$ cat config.mk
export PLATFORM = sky130hd
export DESIGN_NAME = enc_dec_apb_rgf
export DESIGN_NICKNAME = d
export VERILOG_FILES = /design/src/rtl/enc_dec_apb_rgf.sv
export SDC_FILE = /design/constraint.sdc
export NUM_CORES = 1
export LEC_CHECK = 0
export CAP_MARGIN = 30
export CORE_MARGIN = 5
export CORE_UTILIZATION = 40
export CTS_BUF_LIST = sky130_fd_sc_hd__clkbuf_2
export DETAILED_ROUTE_END_ITERATION = 6
export PLACE_DENSITY = 0.65
export SYNTH_ARGS = -nofsm -noshare
export SYNTH_HDL_FRONTEND = slang
export SYNTH_SLANG_ARGS = --single-unit
$ cat constraint.sdc
create_clock -name clk -period 5.35 [get_ports clk]
set_input_delay 0.8025 -clock clk [delete_from_list [all_inputs] [get_ports clk]]
set_output_delay 0.8025 -clock clk [all_outputs]
set_load 0.01 [all_outputs]
$ cat src/rtl/enc_dec_apb_rgf.sv
// APB slave register file: NUM_REGS config registers, a W1C STATUS register and an IRQ_EN mask,
// with a configurable number of wait states and a registered level interrupt.
module enc_dec_apb_rgf #(
    parameter int AMBA_ADDR_WIDTH = 32,
    parameter int AMBA_WORD       = 32,
    parameter int NUM_REGS        = 4,
    parameter int WAIT_STATES     = 0
) (
    input  logic                          clk,
    input  logic                          rstn,
    input  logic                          psel,
    input  logic                          penable,
    input  logic                          pwrite,
    input  logic [AMBA_ADDR_WIDTH-1:0]    paddr,
    input  logic [AMBA_WORD-1:0]          pwdata,
    input  logic [AMBA_WORD/8-1:0]        pstrb,
    output logic [AMBA_WORD-1:0]          prdata,
    output logic                          pready,
    output logic                          pslverr,
    output logic [NUM_REGS*AMBA_WORD-1:0] reg_out,
    input  logic [AMBA_WORD-1:0]          status_in,
    input  logic                          status_vld,
    output logic                          irq
);

    localparam int IDXW = AMBA_ADDR_WIDTH - 2;
    localparam int NB   = AMBA_WORD / 8;

    typedef enum logic [1:0] {IDLE, SETUP, ACCESS} state_t;

    state_t               state;
    logic [1:0]           count;
    logic [AMBA_WORD-1:0] cfg [NUM_REGS];
    logic [AMBA_WORD-1:0] status;
    logic [AMBA_WORD-1:0] irq_en;

    logic [IDXW-1:0]      idx;
    logic                 addr_ok;
    logic                 last_wait;
    logic                 wr_en;
    logic [AMBA_WORD-1:0] byte_mask;
    logic [AMBA_WORD-1:0] rd_data;
    logic [AMBA_WORD-1:0] status_set;
    logic [AMBA_WORD-1:0] status_clr;

    always_comb begin
        idx       = paddr[AMBA_ADDR_WIDTH-1:2];
        addr_ok   = (paddr[1:0] == 2'b00) && (idx <= IDXW'(NUM_REGS + 1));
        last_wait = ({1'b0, count} + 3'd1) == 3'(WAIT_STATES);
        wr_en     = (state == ACCESS) && pready && pwrite && addr_ok;
        byte_mask = '0;
        for (int b = 0; b < NB; b++) begin
            byte_mask[b*8 +: 8] = {8{pstrb[b]}};
        end
        rd_data = '0;
        if (addr_ok) begin
            for (int i = 0; i < NUM_REGS; i++) begin
                if (idx == IDXW'(i)) rd_data = cfg[i];
            end
            if (idx == IDXW'(NUM_REGS))     rd_data = status;
            if (idx == IDXW'(NUM_REGS + 1)) rd_data = irq_en;
        end
        // A new event outranks a software clear of the same bit.
        status_set = status_vld ? status_in : '0;
        status_clr = (wr_en && idx == IDXW'(NUM_REGS)) ? (pwdata & byte_mask) : '0;
    end

    // pready/pslverr are precomputed one cycle ahead so they are high exactly in the completion cycle.
    always_ff @(posedge clk) begin
        if (!rstn) begin
            state   <= IDLE;
            count   <= '0;
            pready  <= 1'b0;
            pslverr <= 1'b0;
            prdata  <= '0;
        end else begin
            case (state)
                IDLE: begin
                    count   <= '0;
                    pready  <= 1'b0;
                    pslverr <= 1'b0;
                    if (psel && !penable) state <= SETUP;
                end
                SETUP: begin
                    state   <= ACCESS;
                    count   <= '0;
                    pready  <= (WAIT_STATES == 0);
                    pslverr <= (WAIT_STATES == 0) && !addr_ok;
                    if (!pwrite) prdata <= rd_data;
                end
                ACCESS: begin
                    if (pready || !psel) begin
                        state   <= IDLE;
                        count   <= '0;
                        pready  <= 1'b0;
                        pslverr <= 1'b0;
                    end else begin
                        count   <= count + 2'd1;
                        pready  <= last_wait;
                        pslverr <= last_wait && !addr_ok;
                    end
                end
                default: begin
                    state   <= IDLE;
                    count   <= '0;
                    pready  <= 1'b0;
                    pslverr <= 1'b0;
                end
            endcase
        end
    end

    always_ff @(posedge clk) begin
        if (!rstn) begin
            for (int i = 0; i < NUM_REGS; i++) cfg[i] <= '0;
            status <= '0;
            irq_en <= '0;
            irq    <= 1'b0;
        end else begin
            for (int i = 0; i < NUM_REGS; i++) begin
                if (wr_en && idx == IDXW'(i)) cfg[i] <= (cfg[i] & ~byte_mask) | (pwdata & byte_mask);
            end
            if (wr_en && idx == IDXW'(NUM_REGS + 1)) begin
                irq_en <= (irq_en & ~byte_mask) | (pwdata & byte_mask);
            end
            status <= (status & ~status_clr) | status_set;
            irq    <= |(status & irq_en);
        end
    end

    for (genvar g = 0; g < NUM_REGS; g++) begin : g_reg_out
        assign reg_out[g*AMBA_WORD +: AMBA_WORD] = cfg[g];
    end

endmodule

==> results <==
- The number of nets produced by synthesis is 1239.
- Total power for the finished layout comes to 3.78 mW.
- Entering global routing, the biggest net connects 76 pins.
- The worst setup path is of the input port to register kind.
- After legalization and detailed placement, the total HPWL measured 28.5 mm.
- The kind of end point of the critical path is a register.
- The core region is 29600 µm².
- The clock latency at the later pin of the worst-skew pair is 0.87 ns.
- Global routing consumed, over all layers together, 24.3% of the routing resources.
- Input and output buffers added on the ports amount to 268.
- Global routing finished with a remaining overflow of 0.
- The number of sinks on the clock net is 231.
- In the routed layout, each cell is associated on average with a via count of 5.87.
- The number of antenna violations at the first check in global routing is 1.
- The setup slack of the most critical reg-to-reg path is 2.80 ns.
- The fill cell instance count of the final layout is 2720.
- The count of nets left with antenna violations after detail routing is 0.
- The horizontal die dimension is 183 µm.
- The number of slew-limit violations in the final report is 0.
- For the final routed database, the setup TNS stands at 0 ns.
- The maximum root-to-sink buffer count is 3.
- TritonCTS built the clock tree.
- The startpoint identified for the worst register-to-register timing path is state[0].
- The hold violation count in the final report was 0.
- In the final routed layout, each cell accounts on average for 23.5 µm.
- Summing over every cut layer, the via total after detailed routing is 10634.
- In this run the vertical extent of the chip is 183 µm.
- During I/O placement, the number of pins put on the boundary was 269.
- The count of nets after finishing is 1486.
- In the routed design, unresolved DRC markers number 0.
- Measured in cells, the most critical reg-to-reg path has a length of 6.
- In this run the worst path has a maximum fanout of 36.
- The initialized floorplan defines 63 standard-cell rows.
- At the placement stage, the worst setup path has a slack of 0.782 ns.
- The number of DRC markers in iteration 0 is 1066.
- The total power divided by cell area is 245 nW/µm².
- After synthesis, the netlist uses 44 different library cells.
- In this run the tightest slew margin relative to its limit is 40.9%.
- At the pin with the least slew margin, the transition time is 0.880 ns.
- The final critical path time including I/O delays and setup is 3.71 ns.
- After synthesis, the share of flip-flops with an asynchronous set or reset is 0%.
- Setup repair after global routing left no endpoint under its margin.
- The path with the worst hold slack has its endpoint at count[0].
- The area taken by multi-input logic gates is 5660 µm².
- Routability-driven placement finished with a final weighted congestion of 0.824.
- Across the run, the number of max-cap violations was 0.
- Along the worst hold path, the cell count comes to 1.
- In this run the clock root is driven by a clkbuf_2.
- The count of mapped cells out of synthesis is 1126.
- The end of the worst register-to-register path is status[24].
- The clock transition time at the flip-flop clock pins of the worst setup and hold paths is 0.11 ns.
- Across all hold checks on the routed design, the worst slack comes to 0.471 ns.
- Once the clock tree was built, the setup fixing pass inserted 0 buffers.
- The number of global-route vias before repair is 10548.
- The data arrival time at the worst-slack endpoint is 4.20 ns.
- The run finished with clean final reports.
- The worst hold path belongs to the class register to register.
- The fmax is 0.270 GHz.
- Once placement finished, the instance area stood at 14900 µm².
- The final setup violation count is 0.
- The post-synthesis to final-layout area growth is 28.7%.
- For this block, the routed nets add up to 42.7 mm of wire.
- The first-pass GRT wire length is 63.8 mm.
- For this design the static power due to leakage is 5.11 nW.
- The kind of launch point of the worst setup path is an input port.
- After routing the design area is 15500 µm².
- The effective utilization at floorplan is 40.5%.
- The fraction of the yosys area taken by sequential cells is 49.2%.
- The number of buffers added by the clock tree synthesis step is 59.
- The largest voltage drop on the vdd net is 0.0924 mV.
- In this run, synthesis inferred 128 flip-flops with an integrated enable.
- Summing every instance area after synthesis gives 12000 µm².
- In this run the mean area of a mapped cell was 10.7 µm².
- The worst endpoint required time is 5.84 ns.
- Buffers inserted to repair hold after CTS numbered 0.
- The H-tree was split into 2 levels.
- The number of gates resized after CTS was 0.
- The first detailed-routing pass took 5 iterations.
- Setup slack on the critical path of the routed design comes to 1.64 ns.
- The clock skew after layout is 0.0460 ns.
- The most instantiated flip-flop cell in the synthesis netlist is edfxtp_1.
- The die covers 33600 µm².
- Synthesis inferred 231 register bits.
- The worst hold path begins at count[0].
- Yosys printed 0 warnings.
- Across the whole layout, storage elements account for 5910 µm².
- Of the cells placed in the final design, the portion with a size suffix greater than 1 is 18.3%.
- The final period utilization is 69.3%.
worst max-delay path by stage:
stage	start	to	cells after the start
after floorplan	paddr[26]	cfg[3][0]	6
after global placement	paddr[29]	cfg[0][7]	6
after detailed placement	paddr[28]	cfg[0][9]	6
after CTS	paddr[28]	cfg[0][17]	6
after global routing	paddr[28]	cfg[0][18]	6
final	paddr[29]	cfg[0][2]	6
layout by cell type, fill, tap and decap left out, types with 4 or more instances in the layout:
cell type / Yosys / final
clkdlybuf4s50_1: 0 / 265
nand2_1: 195 / 195
nand2b_1: 132 / 132
edfxtp_1: 128 / 128
dfxtp_1: 103 / 103
clkbuf_2: 0 / 96
a21oi_2: 90 / 90
a21oi_1: 71 / 71
o2111ai_1: 64 / 64
mux2i_1: 34 / 34
nand3_1: 33 / 33
o41ai_1: 32 / 32
mux4_2: 32 / 32
a32oi_1: 32 / 32
buf_4: 0 / 25
clkinv_1: 1 / 15
nand4_1: 9 / 9
a22oi_1: 8 / 8
ha_1: 7 / 7
nor2_1: 6 / 6
nor4_1: 5 / 4
a22o_1: 4 / 4
a221oi_1: 4 / 4
per-layer routing:
metal / global-route usage, % / vias to the layer above / part of all wire [%] / wire length [µm]
met4: 7.24 / 0 / 2.5 / 1050
met3: 5.45 / 65 / 9.2 / 3940
li1: - / 4810 / - / -
met1: 33.5 / 5193 / 42 / 17800
met2: 38.7 / 566 / 47 / 19900
met5: 0 / - / 0 / 0
power breakdown:
group / leakage, nW / total [mW] / internal (mW) / switching [mW]
Clock: 0.421 / 1.21 / 0.468 / 0.745
Sequential: 2.08 / 2.01 / 1.94 / 0.0686
Combinational: 2.61 / 0.561 / 0.258 / 0.302
Total: 5.11 / 3.78 / 2.66 / 1.12
per-stage QoR:
stage                     cells  util [%]
after global routing       1813      52.1
after detailed placement   1702      50.3
after floorplan            1126         -
final                      1813      52.1
after CTS                  1812      52.1
after global placement     1702      50.3
cell type report:
type	count	area share (%)
clock inverters	14	0.340
well taps	390	3.16
diodes	1	0.0162
multi-input cells	785	36.6
repair buffers	292	18.4
inverters	4	0.0971
flip-flops and latches	231	38.2
clock buffers	96	3.11
synthesized netlist by cell type, types with 3 or more instances:
master	instances	area, µm²
nand2_1	195	732
nand2b_1	132	826
edfxtp_1	128	3840
dfxtp_1	103	2060
a21oi_2	90	788
clkbuf_1	87	327
a21oi_1	71	355
o2111ai_1	64	561
mux2i_1	34	340
nand3_1	33	165
a32oi_1	32	280
mux4_2	32	721
o41ai_1	32	280
buf_6	13	146
nand4_1	9	56.3
a22oi_1	8	60.1
ha_1	7	87.6
nor2_1	6	22.5
buf_1	5	18.8
nor4_1	5	31.3
a221oi_1	4	35.0
a22o_1	4	35.0
inv_1	3	11.3
nor3_1	3	15.0
o21ai_0	3	15.0
or4_1	3	22.5
or4b_4	3	41.3
kinds of logic after synthesis:
| family | after synthesis | share of synthesized area (%) |
|---|---|---|
| AO/OA/AOI/OAI | 313 | 20.4 |
| adder cells (fa/ha/maj) | 7 | 0.729 |
| buffers and inverters | 110 | 4.26 |
| flip-flops | 231 | 49.2 |
| multiplexers | 66 | 8.83 |
| AND/OR/NAND/NOR | 399 | 16.6 |
critical path, cell delays in order:
cell,delay [ns]
clkdlybuf4s50_1,0.40
or4_1,0.63
or4_4,0.82
or4_1,0.76
o31ai_4,0.23
buf_4,0.49
(Power assumes the default switching activity.)
